===== src/rtl/dla_pkg.sv =====
// Shared DLA link definitions, common to the transmit and receive blocks.
package dla_pkg;
  localparam int DLA_DATA_W  = 32;
  localparam int DLA_WAKE_TO = 15;

  typedef enum logic [1:0] {
    ST_OFF    = 2'd0,
    ST_WAKE   = 2'd1,
    ST_ACTIVE = 2'd2,
    ST_DRAIN  = 2'd3
  } dla_tx_state_t;
endpackage


===== src/rtl/dla_link_tx_if.sv =====
// Source-side and link-side signals of the DLA transmitter.
interface dla_link_tx_if #(parameter int DW = dla_pkg::DLA_DATA_W);
  logic          src_valid;
  logic [DW-1:0] src_data;
  logic          src_ready;
  logic          is_allocatable_in;
  logic          is_on_off_in;
  logic [DW-1:0] data_out;
  logic          is_valid_out;
  logic          is_on_off_out;
  logic          is_allocatable_out;

  modport master (
    input  src_valid, src_data, is_allocatable_in, is_on_off_in,
    output src_ready, data_out, is_valid_out, is_on_off_out, is_allocatable_out
  );
  modport slave (
    output src_valid, src_data, is_allocatable_in, is_on_off_in,
    input  src_ready, data_out, is_valid_out, is_on_off_out, is_allocatable_out
  );
endinterface


===== src/rtl/dla_sync_fifo.sv =====
// Single-clock staging FIFO; occupancy counter separates full from empty.
module dla_sync_fifo #(
  parameter  int DATA_W = 32,
  parameter  int DEPTH  = 4,
  localparam int AW     = $clog2(DEPTH),
  localparam int CW     = AW + 1
) (
  input  logic              clk,
  input  logic              rst_n,
  input  logic              push,
  input  logic              pop,
  input  logic              flush,
  input  logic [DATA_W-1:0] din,
  output logic [DATA_W-1:0] dout,
  output logic              full,
  output logic              empty,
  output logic [CW-1:0]     count
);
  logic [DATA_W-1:0] r_mem [DEPTH];
  logic [AW-1:0]     r_wr, r_rd;
  logic [CW-1:0]     r_cnt;
  logic              w_push, w_pop;

  assign full   = (r_cnt == CW'(DEPTH));
  assign empty  = (r_cnt == '0);
  assign count  = r_cnt;
  assign dout   = r_mem[r_rd];
  assign w_push = push & ~full;
  assign w_pop  = pop & ~empty;

  always_ff @(posedge clk) begin
    if (w_push) r_mem[r_wr] <= din;
  end

  // Pointers wrap naturally because DEPTH is a power of two.
  always_ff @(posedge clk or negedge rst_n) begin
    if (!rst_n) begin
      r_wr  <= '0;
      r_rd  <= '0;
      r_cnt <= '0;
    end else if (flush) begin
      r_wr  <= '0;
      r_rd  <= '0;
      r_cnt <= '0;
    end else begin
      if (w_push) r_wr <= r_wr + 1'b1;
      if (w_pop)  r_rd <= r_rd + 1'b1;
      case ({w_push, w_pop})
        2'b10:   r_cnt <= r_cnt + 1'b1;
        2'b01:   r_cnt <= r_cnt - 1'b1;
        default: r_cnt <= r_cnt;
      endcase
    end
  end
endmodule


===== src/rtl/dla_link_tx.sv =====
// DLA link transmitter: lane power FSM, staging FIFO and registered link output.
module dla_link_tx #(
  parameter int DLA_DATA_W = dla_pkg::DLA_DATA_W,
  parameter int FIFO_DEPTH = 4,
  parameter int WAKE_TO    = dla_pkg::DLA_WAKE_TO
) (
  input  logic           clk,
  input  logic           rst_n,
  input  logic           en,
  dla_link_tx_if.master  bus,
  output logic           wake_err,
  output logic [15:0]    tx_count
);
  import dla_pkg::*;

  localparam int WCW = $clog2(WAKE_TO + 1);
  localparam int CW  = $clog2(FIFO_DEPTH) + 1;

  dla_tx_state_t         r_state, w_nxt;
  logic [WCW-1:0]        r_wcnt;
  logic                  r_wake_err, w_timeout;
  logic                  r_vld;
  logic [DLA_DATA_W-1:0] r_data;
  logic [15:0]           r_txc;
  logic                  w_full, w_empty, w_push, w_pop, w_ld, w_xfer, w_flush;
  logic [DLA_DATA_W-1:0] w_head;
  logic [CW-1:0]         w_cnt;

  // Remote power loss while draining: staged beats cannot be delivered.
  assign w_flush = (r_state == ST_DRAIN) & ~bus.is_on_off_in;
  assign w_xfer  = r_vld & bus.is_allocatable_in & ~w_flush;
  assign w_ld    = (~r_vld | w_xfer) & ~w_flush;
  assign w_pop   = w_ld & ~w_empty;
  assign w_push  = bus.src_valid & bus.src_ready;

  dla_sync_fifo #(.DATA_W(DLA_DATA_W), .DEPTH(FIFO_DEPTH)) u_fifo (
    .clk   (clk),
    .rst_n (rst_n),
    .push  (w_push),
    .pop   (w_pop),
    .flush (w_flush),
    .din   (bus.src_data),
    .dout  (w_head),
    .full  (w_full),
    .empty (w_empty),
    .count (w_cnt)
  );

  always_comb begin
    w_nxt     = r_state;
    w_timeout = 1'b0;
    case (r_state)
      ST_OFF:    if (en) w_nxt = ST_WAKE;
      ST_WAKE: begin
        if (bus.is_on_off_in)   w_nxt = ST_ACTIVE;
        else if (!en)           w_nxt = ST_OFF;
        else if (r_wcnt == WCW'(WAKE_TO)) begin
          w_nxt     = ST_OFF;
          w_timeout = 1'b1;
        end
      end
      ST_ACTIVE: if (!en || !bus.is_on_off_in) w_nxt = ST_DRAIN;
      ST_DRAIN:  if (w_flush || (w_empty && !r_vld)) w_nxt = ST_OFF;
      default:   w_nxt = ST_OFF;
    endcase
  end

  always_ff @(posedge clk or negedge rst_n) begin
    if (!rst_n) begin
      r_state    <= ST_OFF;
      r_wcnt     <= '0;
      r_wake_err <= 1'b0;
      r_vld      <= 1'b0;
      r_data     <= '0;
      r_txc      <= '0;
    end else begin
      r_state    <= w_nxt;
      r_wake_err <= w_timeout;
      // Held at zero outside WAKE, so it starts from zero on every entry.
      r_wcnt     <= (r_state == ST_WAKE) ? r_wcnt + 1'b1 : '0;
      if (w_flush)   r_vld <= 1'b0;
      else if (w_ld) r_vld <= ~w_empty;
      if (w_pop)  r_data <= w_head;
      if (w_xfer) r_txc  <= r_txc + 1'b1;
    end
  end

  assign bus.src_ready          = ~w_full & (r_state == ST_ACTIVE);
  assign bus.data_out           = r_data;
  assign bus.is_valid_out       = r_vld;
  assign bus.is_on_off_out      = (r_state != ST_OFF);
  assign bus.is_allocatable_out = (r_state == ST_ACTIVE) & (w_cnt == '0) & ~r_vld;
  assign wake_err               = r_wake_err;
  assign tx_count               = r_txc;
endmodule


===== src/flat_wrapper.sv =====
// flat-port wrapper written by rule: the top's interface ports become plain ports
module dla_link_tx_flat import dla_pkg::*;
#(
  parameter int DLA_DATA_W = dla_pkg::DLA_DATA_W,
  parameter int FIFO_DEPTH = 4,
  parameter int WAKE_TO    = dla_pkg::DLA_WAKE_TO
)
  (clk, rst_n, en, wake_err, tx_count, bus_src_valid, bus_src_data, bus_is_allocatable_in, bus_is_on_off_in, bus_src_ready, bus_data_out, bus_is_valid_out, bus_is_on_off_out, bus_is_allocatable_out);
  dla_link_tx_if #(.DW(32)) bus_i ();
  input  logic clk;
  input  logic rst_n;
  input  logic en;
  output logic wake_err;
  output logic [15:0] tx_count;
  input wire logic [$bits(bus_i.src_valid)-1:0] bus_src_valid;
  input wire logic [$bits(bus_i.src_data)-1:0] bus_src_data;
  input wire logic [$bits(bus_i.is_allocatable_in)-1:0] bus_is_allocatable_in;
  input wire logic [$bits(bus_i.is_on_off_in)-1:0] bus_is_on_off_in;
  output wire logic [$bits(bus_i.src_ready)-1:0] bus_src_ready;
  output wire logic [$bits(bus_i.data_out)-1:0] bus_data_out;
  output wire logic [$bits(bus_i.is_valid_out)-1:0] bus_is_valid_out;
  output wire logic [$bits(bus_i.is_on_off_out)-1:0] bus_is_on_off_out;
  output wire logic [$bits(bus_i.is_allocatable_out)-1:0] bus_is_allocatable_out;
  assign bus_i.src_valid = bus_src_valid;
  assign bus_i.src_data = bus_src_data;
  assign bus_i.is_allocatable_in = bus_is_allocatable_in;
  assign bus_i.is_on_off_in = bus_is_on_off_in;
  assign bus_src_ready = bus_i.src_ready;
  assign bus_data_out = bus_i.data_out;
  assign bus_is_valid_out = bus_i.is_valid_out;
  assign bus_is_on_off_out = bus_i.is_on_off_out;
  assign bus_is_allocatable_out = bus_i.is_allocatable_out;
  dla_link_tx #(.DLA_DATA_W(DLA_DATA_W), .FIFO_DEPTH(FIFO_DEPTH), .WAKE_TO(WAKE_TO)) u_core (.clk(clk), .rst_n(rst_n), .en(en), .bus(bus_i), .wake_err(wake_err), .tx_count(tx_count));
endmodule

===== config.mk =====
export PLATFORM = sky130hd
export DESIGN_NAME = dla_link_tx_flat
export DESIGN_NICKNAME = d
export VERILOG_FILES = /design/src/rtl/dla_pkg.sv /design/src/rtl/dla_link_tx_if.sv /design/src/rtl/dla_sync_fifo.sv /design/src/rtl/dla_link_tx.sv /design/src/flat_wrapper.sv
export SDC_FILE = /design/constraint.sdc
export NUM_CORES = 1
export LEC_CHECK = 0
export BUFFER_PORTS_ARGS = -buffer_cell sky130_fd_sc_hd__buf_2
export CAP_MARGIN = 20
export CORE_UTILIZATION = 57
export CTS_CLUSTER_DIAMETER = 100
export CTS_CLUSTER_SIZE = 25
export DETAILED_ROUTE_END_ITERATION = 10
export HOLD_SLACK_MARGIN = 0.02
export PLACE_DENSITY = 0.85
export SLEW_MARGIN = 30
export SYNTH_ARGS = -nofsm -noshare
export SYNTH_HDL_FRONTEND = slang
export SYNTH_SLANG_ARGS = --single-unit
export TNS_END_PERCENT = 5

===== constraint.sdc =====
create_clock -name clk -period 2.91 [get_ports clk]
set_clock_uncertainty 0.15 [all_clocks]
set_input_delay 0 -clock clk [delete_from_list [all_inputs] [get_ports clk]]
set_output_delay 0 -clock clk [all_outputs]
set_load 0.05 [all_outputs]

# After elaboration in Yosys (flattened, before gate mapping)
# Memories as Yosys holds them, arrays and structs flattened. A register that Yosys moved wholly into a read port is not among the register bits.
# Cells that the tools add are included.
# W data, S select, Z words.
# totals
word_cells	80
ram_bits	128
out_inout_bits	53
ff_bits	31
n_memories	1
inputBits	38
# mem_list
name	depth	word_bits	read_ports	rd_clocked_by_memory_dff	wr	line	source
u_core.u_fifo.r_mem	4	32	1	1	1	dla_sync_fifo.sv:19	logic [DATA_W-1:0] r_mem [DEPTH];
# op_classes
reduce_logical	15
bitwise_logic	17
muxes	22
eq_ne	11
addsub	6
# op_table
operator	count
$mux W2	10
$add A16 B1 Y16 const B	1
$and A1 B1 Y1	11
$mux W1	8
$pmux W2 S4	1
$reduce_bool A2 Y1	4
$eq A2 B2 Y1 const B	3
$pmux W3 S2	1
$not A1 Y1	5
$add A2 B1 Y2 const B	2
$add A4 B1 Y4 const B	1
$eq A2 B1 Y1 const B	2
$eq A4 B4 Y1 const B	1
$logic_not A1 Y1	4
$mux W4	1
$ne A2 B2 Y1 const B	2
$ne A4 B3 Y1 const B	1
$reduce_and A4 Y1	1
$add A3 B1 Y3 const B	1
$eq A3 B3 Y1 const B	1
$logic_not A3 Y1	1
$mux W3	1
$reduce_bool A3 Y1	1
$sub A3 B1 Y3 const B	1
other kinds (5)	6

# Longest topological paths before layout
# depth
depth_word	11
mapped_depth	8

# Hierarchy
# A second synthesis with hierarchy kept.
# hier_totals
cells_unflattened	393
area_unflattened_um2	7485.9
# by_module_without_submodules
mod	cells_each	area_per_inst_um2	instances
dla_sync_fifo	228	5183.7	1
dla_link_tx	165	2302.2	1

# Worst setup path before layout
# No wires, ideal clock.
# synth_path
kind	register to register
startpoint	reg u_core.r_vld, in the netlist u_core.bus.is_valid_out
endpoint	reg u_core.u_fifo.r_cnt[1], in the netlist u_core.u_fifo.count[1]
slack_ps	501
period_less_slack_ps	2409
setup_ps	120
stages_incl_launch_ff	9
arrival_time_ps	2139
n_path_buf	1
path_cell_list	dfrtp_1 -> nand2b_1 -> clkbuf_1 -> o211ai_1 -> nor2_1 -> fa_1 -> nor3b_1 -> o2bb2ai_1 -> a31o_2
# synth_between
elab_chain_cells	9
# synth_rtl
item	line	source
start, declared	dla_link_tx.sv:22	logic r_vld;
start signal, assigned	dla_link_tx.sv:82	else if (w_ld) r_vld <= ~w_empty;
$and A1 B1 Y1 (2 in series)	dla_link_tx.sv:31	assign w_xfer = r_vld & bus.is_allocatable_in & ~w_flush;
$or A1 B1 Y1 (*)	dla_link_tx.sv:32	assign w_ld = (~r_vld | w_xfer) & ~w_flush;
$and A1 B1 Y1 (*)	dla_link_tx.sv:32	
$and A1 B1 Y1 (*)	dla_link_tx.sv:33	assign w_pop = w_ld & ~w_empty;
$and A1 B1 Y1 (*)	dla_sync_fifo.sv:29	assign w_pop = pop & ~empty;
$eq A2 B1 Y1 / $eq A2 B2 Y1 (equally long branches)	dla_sync_fifo.sv:48	case ({w_push, w_pop})
$pmux W3 S2	dla_sync_fifo.sv:48	
$mux W3	dla_sync_fifo.sv:41	end else if (flush) begin
end signal, assigned	dla_sync_fifo.sv:49	2'b10: r_cnt <= r_cnt + 1'b1;
end signal, assigned	dla_sync_fifo.sv:50	2'b01: r_cnt <= r_cnt - 1'b1;
end signal, assigned	dla_sync_fifo.sv:51	default: r_cnt <= r_cnt;
end, declared	dla_sync_fifo.sv:21	logic [CW-1:0] r_cnt;
# Every way passes the cells marked *; elsewhere a longest branch is shown, timed or not.
# A chain may end at the register's enable or synchronous reset.

# Final worst setup path
# layout_path
startpoint	reg u_core.u_fifo.r_cnt[0], in the netlist u_core.u_fifo.count[0]
endpoint	reg u_core.u_fifo.r_cnt[1], in the netlist u_core.u_fifo.count[1]
# layout_between
elab_chain_cells	8
# layout_rtl
item	line	source
$eq A3 B3 Y1	dla_sync_fifo.sv:24	assign full = (r_cnt == CW'(DEPTH));
$not A1 Y1	dla_sync_fifo.sv:28, dla_link_tx.sv:88	
$and A1 B1 Y1	dla_link_tx.sv:88	assign bus.src_ready = ~w_full & (r_state == ST_ACTIVE);
$and A1 B1 Y1	dla_link_tx.sv:34	assign w_push = bus.src_valid & bus.src_ready;
$and A1 B1 Y1	dla_sync_fifo.sv:28	assign w_push = push & ~full;
$eq A2 B1 Y1 / $eq A2 B2 Y1 (equally long branches)	dla_sync_fifo.sv:48	
$pmux W3 S2	dla_sync_fifo.sv:48	
$mux W3	dla_sync_fifo.sv:41	
# Several ways; a longest one is shown, not always the timed one.

==> results.py <==
metrics = {
    "clock_tree": {
        "cts_tree": "built",
        "cts.repair.resized": 0,
        "cts_buffer_depth": 2,
        "cts-root-buf": "clkbuf_16",
        "clk-insertion-delay-late_ns": 0.42,
        "clock-sinks": 191,
        "clk_pin_slew_worst_paths_ns": 0.06,
        "htree_levels": 4,
        "cts_made_buffers": 17,
    },
    "layout": {
        "n_antenna_cell": 0,
        "drive_gt1_share_pct": 38.1,
        "final_common_cell": "edfxtp_1",
        "mostFrequentLayoutCells": "128 x edfxtp_1, 91 x buf_2, 61 x dfrtp_1",
        "syn_to_final_growth_pct": 21.8,
        "fin_nets": 571,
    },
    "global_route": {
        "grt_pass1_wl_mm": 21.4,
        "grt_pass1_vias": 4321,
        "grt_max_degree": 46,
        "antenna_found_initial": 0,
        "grt_overflow": 0,
        "grt_usage_pct": 21.9,
    },
    "drt": {
        "wirelength_mm": 13.4,
        "drt_first_iter_violations": 164,
        "via_count": 3947,
        "dr.pass1.iters": 4,
        "drc": 0,
        "avgRoutedWirePerCell_um": 18.9,
        "vias_per_cell": 5.56,
        "final_antenna_net_count": 0,
    },
    "setup_path": {
        "reg2regPathDepth": 7,
        "worst_ep_required_time_ns": 3.07,
        "slowest_delay_ns": 0.50,
        "rrSetupSlack_ns": 0.37,
        "end_kind": "register",
        "cp_max_fo": 8,
        "crit_arrival_ns": 2.70,
        "crit_chain": "or3_1 > o211ai_1 > nor2_1 > fa_1 > nor3b_1 > o2bb2ai_1 > a31o_2",
        "r2r_start": "u_core.u_fifo.count[0]",
        "slowest_stage": "or3_1",
        "critical_path_class": "register to register",
        "r2r_end": "u_core.u_fifo.count[1]",
        "start_kind": "register",
    },
    "placement": {
        "io_buffers": 90,
        "hpwl_mm": 8.22,
        "place_congestion": 0.774,
    },
    "yosys": {
        "syn_inst": 385,
        "synthTopCellsByArea": "edfxtp_1 52%, dfrtp_1 21%, mux4_2 9.7%",
        "seq_area_frac_synth_pct": 72.9,
        "synth_area_sq_um": 7430,
        "synth_edf_count": 128,
        "yosys.area.top_type": "edfxtp_1",
        "synth.distinct_cells": 45,
        "synthFlopType": "edfxtp_1",
        "async_reset_ff_share_pct": 33.0,
        "yosysTopAreaCellShare_pct": 51.7,
        "yosys_warnings": 0,
        "syn_avg_cell_area_sq_um": 19.3,
        "syn-num-nets": 430,
        "synth-seq-cells": 191,
    },
    "sta": {
        "setup_viol": 0,
        "drv_slew": 0,
        "rsz0062_at_grt": "false",
        "setup_tns_ns": 0,
        "final_hold_viol_count": 0,
        "slew_headroom_pct": 63.9,
        "max_freq_mhz": 394,
        "finalWorstPathRequiredPeriod_ns": 2.54,
        "worst_slew_pin_slew_ns": 0.542,
        "finalCritPeriodShare_pct": 87.2,
    },
    "floorplanning": {
        "core_area_sq_um": 12700,
        "start_util_pct": 58.7,
        "dieWidth_um": 116,
        "placementRows": 41,
        "io_pins": 91,
        "dieArea_sq_um": 13500,
        "die_h_um": 116,
    },
    "power": {
        "power_leakage_nw": 3.43,
        "powerDensity_nw_per_um2": 1040,
        "vdd_drop_max_mv": 0.624,
        "totalPowerFinal_w": 0.00940,
    },
    "worst_hold_path": {
        "hold_path.class": "input pin to asynchronous set/reset pin",
    },
    "run_status": {
        "status": "completed",
    },
    "run": {
        "maxCapViolations": 0,
    },
}
==> cells by family after synthesis <==
family                   Yosys count  synth area share [%]
AO/OA/AOI/OAI                     11                  1.21
XOR/XNOR                          22                  2.59
adder cells (fa/ha/maj)            7                  1.28
buffers and inverters             19                  1.73
flip-flops                       191                  72.9
multiplexers                      67                  15.0
AND/OR/NAND/NOR                   68                  5.30
==> worst max path at each step <==
stage                                 start                      to  slack [ns]
floorplan           u_core.bus.is_valid_out  u_core.u_fifo.count[1]        0.50
global placement     u_core.u_fifo.count[0]  u_core.u_fifo.count[1]        0.52
detailed placement   u_core.u_fifo.count[0]  u_core.u_fifo.count[1]        0.40
CTS                  u_core.u_fifo.count[0]  u_core.u_fifo.count[1]        0.38
global route         u_core.u_fifo.count[0]  u_core.u_fifo.count[2]        0.21
finish               u_core.u_fifo.count[0]  u_core.u_fifo.count[1]        0.37
==> repair_timing <==
| item | 4_1_cts | 5_1_grt |
|---|---|---|
| hold buffers | 38 | 0 |
| buffers inserted | 0 | 0 |
| endpoints found under the hold margin | 204 | 0 |
==> stage by stage <==
stage	worst slack [ns]	hold slack [ns]	util, %	cell area, sq um	instances
after floorplan	0.501	-0.446	-	7430	385
after global placement	0.521	-0.154	64.2	8140	641
after detailed placement	0.395	-0.148	64.2	8140	641
after CTS	0.384	0.0250	71.5	9060	710
after global routing	0.212	0.0410	71.4	9050	710
final	0.372	0.0200	71.4	9050	710
==> critical path: cells and delay by family (launching register included) <==
family,cells,cell delay (ns)
AND/OR/NAND/NOR,3,0.76
AO/OA/AOI/OAI,3,0.58
flip-flops,1,0.47
adder cells (fa/ha/maj),1,0.46
==> cell type report <==
type	count	area [sq um]
Inverter	4	15.0
Sequential cell	191	5420
Clock inverter	10	91.3
Tap cell	172	215
Multi-Input combinational cell	175	1890
Fill cell	805	3620
Clock buffer	21	450
Timing Repair Buffer	137	968
==> synthesized netlist by cell type, drive strengths merged, types with 3 or more instances <==
cell and n:
nor4 4, mux4 32, buf 10, mux2 33, inv 4, edfxtp 128, dfrtp 63, nor2 11
and2 4, and3 3, nor3 4, nand2 13, ha 6, nand3 10, nor3b 3, clkbuf 5
xor2 7, nand3b 3, nand2b 4, xnor2 15, nand4 5
==> sequential cells by signal (all words and copies together), names as in the netlist, named ones only <==
name,flops
u_core.r_wcnt,4
u_core.u_fifo.r_mem,128
u_core.wake_err,1
u_core.u_fifo.count,3
u_core.bus.data_out,32
u_core.bus.is_valid_out,1
u_core.u_fifo.r_rd,2
u_core.u_fifo.r_wr,2
u_core.r_state,1
u_core.tx_count,16
==> report_power, final <==
| group | leakage (nW) | total, W | switching [W] | internal [W] |
|---|---|---|---|---|
| clock | 0.265 | 0.00214 | 0.000947 | 0.00120 |
| combinational | 1.24 | 0.00344 | 0.00210 | 0.00134 |
| sequential | 1.93 | 0.00382 | 0.000378 | 0.00344 |
==> layer usage <==
metal	GRT usage [%]	routed length, um	vias to the layer above
met5	0	0	-
met4	8.72	239	0
met3	5.29	552	22
met2	38.9	7090	105
met1	25.9	5550	2044
li1	-	-	1776
Power figures use the tool's default switching activity.
